File: src/rtl/prng_wb_fifo.sv
// -----------------------------------------------------------------------------
// prng_wb_fifo
//
// Wishbone front end for the Caravel user-area PRNG. A single-cycle xorshift32
// generator feeds a 4-deep FIFO. Firmware controls it through four registers:
//   0x0 CTRL   : bit0 EN (R/W), bit1 FLUSH (write-1 pulse, reads 0); lane 0 only
//   0x4 SEED   : byte-merged write loads the state and flushes the FIFO;
//                a merged value of 0 loads 1; read returns the current state
//   0x8 DATA   : read pops the FIFO head (0 + sticky UNDERFLOW when empty)
//   0xC STATUS : bit0 EMPTY, bit1 FULL, bits[4:2] COUNT, bit5 UNDERFLOW (W1C)
//
// Ports
//   wb_clk_i     system clock, rising edge
//   wb_rst_ni    asynchronous active-low reset
//   wbs_cyc_i    Wishbone cycle
//   wbs_stb_i    Wishbone strobe
//   wbs_we_i     write enable
//   wbs_sel_i    byte lane selects
//   wbs_adr_i    byte address; block decoded on [31:4], register on [3:2]
//   wbs_dat_i    write data
//   wbs_ack_o    single-cycle acknowledge (registered)
//   wbs_dat_o    registered read data, valid while ack is high
//   rnd_level_o  registered FIFO occupancy 0..4
// -----------------------------------------------------------------------------
module prng_wb_fifo #(
  parameter logic [31:0] BASE_ADDR    = 32'h3000_0000,
  parameter logic [31:0] SEED_DEFAULT = 32'hACE1_2468
) (
  input  logic        wb_clk_i,
  input  logic        wb_rst_ni,
  input  logic        wbs_cyc_i,
  input  logic        wbs_stb_i,
  input  logic        wbs_we_i,
  input  logic [3:0]  wbs_sel_i,
  input  logic [31:0] wbs_adr_i,
  input  logic [31:0] wbs_dat_i,
  output logic        wbs_ack_o,
  output logic [31:0] wbs_dat_o,
  output logic [2:0]  rnd_level_o
);

  typedef enum logic [0:0] {
    BUS_IDLE = 1'b0,
    BUS_ACK  = 1'b1
  } bus_state_e;

  localparam logic [1:0] REG_CTRL   = 2'd0;
  localparam logic [1:0] REG_SEED   = 2'd1;
  localparam logic [1:0] REG_DATA   = 2'd2;
  localparam logic [1:0] REG_STATUS = 2'd3;
  localparam logic [2:0] FIFO_DEPTH = 3'd4;

  // One xorshift32 step: <<13, >>17, <<5, truncated to 32 bits.
  function automatic logic [31:0] xorshift32(input logic [31:0] x);
    logic [31:0] t;
    t = x ^ (x << 13);
    t = t ^ (t >> 17);
    t = t ^ (t << 5);
    return t;
  endfunction

  // Byte-lane merge of write data over the current state.
  function automatic logic [31:0] sel_merge(input logic [31:0] cur,
                                            input logic [31:0] wdat,
                                            input logic [3:0]  sel);
    logic [31:0] m;
    for (int b = 0; b < 4; b++) begin
      m[8*b +: 8] = sel[b] ? wdat[8*b +: 8] : cur[8*b +: 8];
    end
    return m;
  endfunction

  // Registers
  bus_state_e  bus_q, bus_d;
  logic        ack_q, ack_d;
  logic [31:0] rdata_q, rdata_d;
  logic [2:0]  level_q, level_d;
  logic        en_q, en_d;
  logic        unf_q, unf_d;
  logic [31:0] gen_q, gen_d;
  logic [1:0]  wr_ptr_q, wr_ptr_d;
  logic [1:0]  rd_ptr_q, rd_ptr_d;
  logic [2:0]  count_q, count_d;
  logic [31:0] mem_q [4];

  // Combinational signals
  logic        adr_hit_s;
  logic        access_s;
  logic [1:0]  reg_idx_s;
  logic        ctrl_wr_s, seed_wr_s, stat_wr_s, data_rd_s;
  logic        flush_s, pop_s, push_s;
  logic [31:0] gen_next_s;
  logic [31:0] seed_merged_s;
  logic [31:0] seed_load_s;
  logic [31:0] rd_mux_s;
  logic [31:0] status_s;
  logic        unused_s;

  assign unused_s  = ^wbs_adr_i[1:0];
  assign adr_hit_s = (wbs_adr_i[31:4] == BASE_ADDR[31:4]);
  assign reg_idx_s = wbs_adr_i[3:2];

  // Bus FSM next state; an access is taken only from IDLE so acks never abut.
  always_comb begin
    bus_d    = bus_q;
    access_s = 1'b0;
    case (bus_q)
      BUS_IDLE: begin
        if (wbs_cyc_i && wbs_stb_i && adr_hit_s) begin
          access_s = 1'b1;
          bus_d    = BUS_ACK;
        end else begin
          bus_d    = BUS_IDLE;
        end
      end
      BUS_ACK: begin
        bus_d = BUS_IDLE;
      end
      default: begin
        bus_d = BUS_IDLE;
      end
    endcase
  end

  // Register access decode and FIFO/generator control strobes.
  always_comb begin
    ctrl_wr_s     = access_s && wbs_we_i && (reg_idx_s == REG_CTRL) && wbs_sel_i[0];
    seed_wr_s     = access_s && wbs_we_i && (reg_idx_s == REG_SEED);
    stat_wr_s     = access_s && wbs_we_i && (reg_idx_s == REG_STATUS);
    data_rd_s     = access_s && !wbs_we_i && (reg_idx_s == REG_DATA);
    flush_s       = (ctrl_wr_s && wbs_dat_i[1]) || seed_wr_s;
    pop_s         = data_rd_s && (count_q != 3'd0);
    // A pop in the same cycle frees the slot the push needs, even when full.
    push_s        = en_q && ((count_q < FIFO_DEPTH) || pop_s) && !flush_s;
    gen_next_s    = xorshift32(gen_q);
    seed_merged_s = sel_merge(gen_q, wbs_dat_i, wbs_sel_i);
    if (seed_merged_s == 32'h0000_0000) begin
      seed_load_s = 32'h0000_0001;
    end else begin
      seed_load_s = seed_merged_s;
    end
  end

  // Read-data multiplexer; STATUS and DATA reflect pre-edge FIFO state.
  always_comb begin
    status_s = {26'd0, unf_q, count_q,
                (count_q == FIFO_DEPTH), (count_q == 3'd0)};
    rd_mux_s = 32'h0000_0000;
    case (reg_idx_s)
      REG_CTRL:   rd_mux_s = {31'd0, en_q};
      REG_SEED:   rd_mux_s = gen_q;
      REG_DATA: begin
        if (pop_s) begin
          rd_mux_s = mem_q[rd_ptr_q];
        end else begin
          rd_mux_s = 32'h0000_0000;
        end
      end
      REG_STATUS: rd_mux_s = status_s;
      default:    rd_mux_s = 32'h0000_0000;
    endcase
  end

  // Next-state for control, generator, FIFO pointers and bus outputs.
  always_comb begin
    ack_d    = access_s;
    rdata_d  = 32'h0000_0000;
    en_d     = en_q;
    unf_d    = unf_q;
    gen_d    = gen_q;
    wr_ptr_d = wr_ptr_q;
    rd_ptr_d = rd_ptr_q;
    count_d  = count_q;

    if (access_s && !wbs_we_i) begin
      rdata_d = rd_mux_s;
    end else begin
      rdata_d = 32'h0000_0000;
    end

    if (ctrl_wr_s) begin
      en_d = wbs_dat_i[0];
    end else begin
      en_d = en_q;
    end

    if (data_rd_s && (count_q == 3'd0)) begin
      unf_d = 1'b1;
    end else if (stat_wr_s && wbs_dat_i[5]) begin
      unf_d = 1'b0;
    end else begin
      unf_d = unf_q;
    end

    if (seed_wr_s) begin
      gen_d = seed_load_s;
    end else if (push_s) begin
      gen_d = gen_next_s;
    end else begin
      gen_d = gen_q;
    end

    if (flush_s) begin
      wr_ptr_d = 2'd0;
      rd_ptr_d = 2'd0;
      count_d  = 3'd0;
    end else begin
      if (pop_s) begin
        rd_ptr_d = rd_ptr_q + 2'd1;
      end else begin
        rd_ptr_d = rd_ptr_q;
      end
      if (push_s) begin
        wr_ptr_d = wr_ptr_q + 2'd1;
      end else begin
        wr_ptr_d = wr_ptr_q;
      end
      case ({push_s, pop_s})
        2'b10:   count_d = count_q + 3'd1;
        2'b01:   count_d = count_q - 3'd1;
        default: count_d = count_q;
      endcase
    end

    level_d = count_d;
  end

  // State registers with asynchronous active-low reset.
  always_ff @(posedge wb_clk_i or negedge wb_rst_ni) begin
    if (!wb_rst_ni) begin
      bus_q    <= BUS_IDLE;
      ack_q    <= 1'b0;
      rdata_q  <= 32'h0000_0000;
      level_q  <= 3'd0;
      en_q     <= 1'b0;
      unf_q    <= 1'b0;
      gen_q    <= SEED_DEFAULT;
      wr_ptr_q <= 2'd0;
      rd_ptr_q <= 2'd0;
      count_q  <= 3'd0;
    end else begin
      bus_q    <= bus_d;
      ack_q    <= ack_d;
      rdata_q  <= rdata_d;
      level_q  <= level_d;
      en_q     <= en_d;
      unf_q    <= unf_d;
      gen_q    <= gen_d;
      wr_ptr_q <= wr_ptr_d;
      rd_ptr_q <= rd_ptr_d;
      count_q  <= count_d;
    end
  end

  // FIFO storage; the pushed word is the generator's next state.
  always_ff @(posedge wb_clk_i or negedge wb_rst_ni) begin
    if (!wb_rst_ni) begin
      for (int i = 0; i < 4; i++) begin
        mem_q[i] <= 32'h0000_0000;
      end
    end else begin
      if (push_s) begin
        mem_q[wr_ptr_q] <= gen_next_s;
      end else begin
        mem_q[wr_ptr_q] <= mem_q[wr_ptr_q];
      end
    end
  end

  assign wbs_ack_o   = ack_q;
  assign wbs_dat_o   = rdata_q;
  assign rnd_level_o = level_q;

endmodule

File: config.mk
export PLATFORM = sky130hd
export DESIGN_NAME = prng_wb_fifo
export DESIGN_NICKNAME = d
export VERILOG_FILES = /design/src/rtl/prng_wb_fifo.sv
export SDC_FILE = /design/constraint.sdc
export NUM_CORES = 1
export LEC_CHECK = 0
export CORE_UTILIZATION = 53
export DETAILED_ROUTE_END_ITERATION = 10
export PLACE_DENSITY = 0.75
export SYNTH_ARGS = -nofsm -noshare
export SYNTH_HDL_FRONTEND = slang
export SYNTH_SLANG_ARGS = --single-unit
File: constraint.sdc
create_clock -name wb_clk_i -period 2.87 [get_ports wb_clk_i]
set_input_delay 0.861 -clock wb_clk_i [delete_from_list [all_inputs] [get_ports wb_clk_i]]
set_output_delay 0.861 -clock wb_clk_i [all_outputs]
set_load 0.1 [all_outputs]
[Word-level counts from Yosys, hierarchy flattened]
Cells that the tools add are included.
Word-level totals
  flip-flop bits (word level): 203
  input port bits: 73
  memories: 0
  output and inout bits: 36
  latch bits: 0
  RAM bits: 0
  bits in read-only memories: 0
  word-level logic and storage cells: 95
Cells by class
  eq/ne operators: 7
  reduce and logical (&&, ||, !) cells: 29
  $lt $le $gt $ge: 4
  $mul: 0
  shift operators: 0
  divide/modulo/power cells: 0
  muxes and demuxes: 32
  bitwise logic cells: 6
  add/subtract/negate cells: 4
Operator list (number)
  32-bit 2-to-1 mux: 10
  128-bit bitwise mux: 2
  32-bit binary-select mux with 2-bit select: 2
  128-bit 2-to-1 mux: 1
  32-bit case mux with 4 select lines: 1
  32-bit demux with 2-bit select: 1
  32-bit XOR: 2
  32-bit logical NOT: 1
  8-bit 2-to-1 mux: 4
  32-bit by 15-bit XOR with 32-bit output: 1
  28-bit by 26-bit == test with 1-bit output, second input constant: 1
  1-bit logical AND: 16
  2-bit 2-to-1 mux: 4
  2-bit nonzero test: 4
  2-bit == test, second input constant: 3
  3-bit greater-or-equal comparator, second input constant: 2
  2-bit inverter with 3-bit output: 2
  3-bit case mux with 2 select lines: 1
  3-bit nonzero test: 2
  2-bit by 1-bit adder with 2-bit output, second input constant: 2
  2-bit by 1-bit == test with 1-bit output, second input constant: 2
  1-bit 2-to-1 mux: 4
  3-bit by 1-bit adder with 3-bit output, second input constant: 1
  3-bit == test, second input constant: 1
  10 further kinds: 12

[Logic depth before layout (Yosys ltp)]
  depth after elaboration: 14
  depth in mapped cells: 14

[Worst setup path before layout]
OpenSTA, ideal clock, no wires.
  kind: register to register
  from: register, netlist name wbs_ack_o
  to: register count_q[2]
  buffers on the path: 3
  period minus slack after synthesis: 3340 ps
  library setup time: 132 ps
  setup slack: -470 ps
  data required time: 2738 ps
  stages on the path, launching flop included: 15
  arrival: 3208 ps
  cells stage by stage: dfrtp_1 > nor3_1 > and4_1 > and4_1 > buf_2 > nor2_1 > inv_2 > buf_4 > buf_2 > ha_1 > fa_1 > xnor2_1 > nor2_1 > xnor2_1 > nor2_1
RTL lines
  end signal: assignment: RTL line 251  | count_q <= count_d;
  end: declaration: RTL line 83  | logic [2:0] count_q, count_d;

[Worst setup path in the final report]
  from: input port wbs_adr_i[20]
  to: register mem_q[115] in the netlist's numbering
Between the ends
  word-level cells in the longest chain between the ends: 12
Ends and longest elaborated chain
  start: declaration: RTL line 35  | input logic [31:0] wbs_adr_i,
  28-bit by 26-bit == test with 1-bit output (*): RTL line 100  | assign adr_hit_s = (wbs_adr_i[31:4] == BASE_ADDR[31:4]);
  1-bit logical AND (*): RTL line 109  | if (wbs_cyc_i && wbs_stb_i && adr_hit_s) begin
  1-bit 2-to-1 mux (*): RTL line 109
  1-bit 2-to-1 mux (*): RTL line 107  | case (bus_q)
  1-bit logical AND: RTL line 127, 128
  1-bit logical AND (2 in a row): RTL line 127  | ctrl_wr_s = access_s && wbs_we_i && (reg_idx_s == REG_CTRL) && wbs_sel_i[0];
  1-bit logical AND: RTL line 131  | flush_s = (ctrl_wr_s && wbs_dat_i[1]) || seed_wr_s;
  1-bit logical OR: RTL line 131
  1-bit logical NOT: RTL line 134  | push_s = en_q && ((count_q < FIFO_DEPTH) || pop_s) && !flush_s;
  1-bit logical AND (*): RTL line 134
  128-bit 2-to-1 mux (*): RTL line 262  | if (push_s) begin
  end signal: indexed assignment: RTL line 263  | mem_q[wr_ptr_q] <= gen_next_s;
  end signal: indexed assignment: RTL line 265  | mem_q[wr_ptr_q] <= mem_q[wr_ptr_q];
  end: declaration: RTL line 84  | logic [31:0] mem_q [4];
Mark *: on every way between the ends. The rest lies on a longest branch, timed or not.
A chain may end at the register's enable or synchronous reset.

==> summary.md <==
| Metric | Value |
|---|---|
| Clock Sinks | 202 |
| Multi-input combinational cell area | 5230 sq um |
| Worst-Skew Late Latency | 510 ps |
| Share of synthesized flip-flops with an asynchronous set or reset | 100% |
| Placer Congestion | 0.939 |
| Worst ir drop on vdd | 351 uV |
| Crit path max fanout | 17 |
| CP bufs+invs | 3 |
| Unrepaired setup endpoints after global routing | yes |
| Critical path required time | 3300 ps |
| CP max stage cell | nor3_1 |
| Post-Route Setup TNS | 0 ps |
| Total CTS buffers | 23 |
| GRT overflow | 0 |
| Max-slew headroom | 44.8% |
| Port buffer count | 106 |
| Final setup fails | 0 |
| Crit-path cells | clkdlybuf4s50_1, nor4_2, and4_4, a32oi_2, buf_4, buf_4, nor3_1, a21oi_1, a21oi_1 |
| Seq/Total Area, Yosys | 48.6% |
| Die height | 142 um |
| Layout cells sized above 1 | 27.4% |
| Final Hold Fails | 0 |
| Pin count of the biggest net entering global routing | 65 |
| Synthesis-to-layout area growth | 29.1% |
| WP data arrival | ~3300 ps |
| GR Util All Layers | a little under a third |
| Slew Limit Fails | 0 |
| Worst path max stage delay | 450 ps |
| Syn Inst Count | about 940 |
| Routed Antenna Nets | 0 |
| Status | complete, no violations |
| Filler instances | 1334 |
| First-pass GRT wire length | 48700 um |
| Clock transition at path regs | 60 ps |
| Mapped Area | 10400 sq um |
| Total Routed Length | around 31000 um |
| TritonCTS clock tree | built |
| Reg2reg setup slack | 440 ps |
| Routed WL per cell | 22.3 um |
| Tcrit/Tclk final | 98.9% |
| Leakage power | 5.28 nW |
| Initial antenna violation count | 0 |
| Actual slew at the worst max-slew pin | 828 ps |
| Worst path top cell family by delay | simple AND/OR/NAND/NOR gates |
| Commonest non-fill, non-tap cell in the layout | dfrtp_1 |
| Final HPWL DP | 22800 um |
| Setup Crit Path Kind | primary input to flop |
| Initial Util | 54.9% |
| Via count | 8878 |
| Io pins | 109 |
| Final Power | between 5 and 6 mW |
| Residual DRC | 0 |
| Flops & latches, synth | 202 |
| Min Tclk post-route | 2840 ps |
| CORE AREA | 19000 sq um |
| Most frequent cells in the layout | dfrtp_1 (186), nor2_1 (175), buf_4 (158) |
| Crit. End Element | flop |
| Setup crit start kind | primary input |
| CTS Root Cell | clkbuf_16 |
| EDFF count, synth | 0 |
| Mapped Avg Cell Area | 11.1 sq um |
| Worst min path class | primary input to asynchronous set/reset pin |
| Fmax | 352 MHz |
| Iter 0 DRT Violations | between 1000 and 1500 |
| Cts hold-fix bufs | 0 |
| Die width | approximately 140 um |
| Distinct cell type count after synthesis | 54 |
| Nets | 1212 |
| Vias in the first global route | just under 9000 |
| Dominant synthesized flop cell | dfrtp_1 |
| DIE AREA | just over 20000 sq um |
| # H-tree levels | 1 |
| Max cap viols | 0 |
| DRT Pass-1 Iters | 6 |
| # diodes | 0 |
| FF+latch area | between 5000 and 6000 sq um |
| Clock skew | 7.74 ps |
| Row cnt | 50 |
| CTS max path bufs | 3 |
| DR vias/cell | 6.30 |
| Total nets after synthesis | 1022 |
| Power Density | about 440 nW/um^2 |
| Yosys warns | 0 |
flip-flops by register name, indices dropped and copies added, names as in the netlist:
name and flops:
rd_ptr_q 2, count_q 3, gen_q 32, en_q 1, unf_q 1, wbs_dat_o 32, mem_q 128, wbs_ack_o 1
wr_ptr_q 2
cell families (layout without fill, tap and decap cells):
group / count (synthesis) / count (layout) / synth area share, %
simple gates: 259 / 259 / 11.4
mux: 88 / 88 / 16.1
flops: 202 / 202 / 48.6
compound gates: 238 / 238 / 14.3
buf+inv: 83 / 289 / 3.22
fa+ha+maj: 6 / 6 / 0.791
xor+xnor: 67 / 67 / 5.62
layout make-up:
cell class,instances,share of cell area (%)
Inverter,10,0.278
Clock inverter,5,0.399
Tap cell,260,2.41
Timing Repair Buffer,238,15.6
Sequential cell,202,37.6
Multi-Input combinational cell,658,38.8
Clock buffer,36,4.93
path summary, 6_finish.rpt:
kind	start	cells after the start	endpoint
setup / recovery	wbs_adr_i[20]	9	mem_q[115]
hold / removal	wb_rst_ni	1	wbs_dat_o[29]
setup reg to reg	wbs_ack_o	8	mem_q[115]
hold reg to reg	mem_q[28]	2	mem_q[28]
max in group asynchronous	wb_rst_ni	2	gen_q[6]
min in group wb_clk_i	mem_q[28]	2	mem_q[28]
routing by layer:
metal | wire length [um] | track usage (%) | up-vias
li1 | - | - | 3852
met1 | 12100 | 41.6 | 4468
met2 | 15200 | 52.2 | 462
met3 | 2810 | 5.62 | 96
met4 | 1330 | 14.9 | 0
met5 | 0 | 0 | -
repair_timing:
item	4_1_cts	5_1_grt
setup buffers	0	4
resized for setup	3	18
setup endpoints to repair	5	75
pin swaps	0	11
hold endpoints to repair	0	0
cloned	0	0
synth_stat cells (all sizes together), types with 2 or more instances:
library cell	n	share of area, %
dfrtp	189	45
nor2	176	6.3
a21oi	147	7.0
mux4	64	14
clkbuf	56	2.0
xnor2	47	3.9
a22oi	32	2.3
nor3	25	1.2
a221o	24	2.3
mux2i	20	1.9
xor2	20	1.7
buf	17	0.85
dfstp	13	3.3
nor4	13	0.84
inv	10	0.36
o21ai	10	0.48
and2	9	0.54
a21bo	7	0.67
a32oi	7	0.59
and4	5	0.42
ha	5	0.60
mux2	4	0.43
nand2	4	0.14
nor3b	4	0.29
or3	4	0.24
nand2b	3	0.18
nand4	3	0.18
nor4b	3	0.25
and3	2	0.12
nor4bb	2	0.19
o211ai	2	0.14
o22a	2	0.17
or3b	2	0.17
stage by stage:
step,setup WS [ps],cells,util (%),cell area [sq um],hold slack [ps]
2_1_floorplan,-142,943,-,10600,501
3_3_place_gp,-479,1364,66.7,12700,520
3_5_place_dp,-557,1364,66.7,12700,536
4_1_cts,1.45,1405,70.5,13400,351
5_1_grt,-32.2,1409,70.9,13500,362
6_report,30.9,1409,70.9,13500,328
report_power, final:
part	internal [mW]	switching, mW	total (mW)
Clock	1.67	1.15	2.82
Combinational	0.145	0.138	0.284
Sequential	2.85	0.0000000788	2.85
No activity file was read; power rests on OpenSTA's default activity.
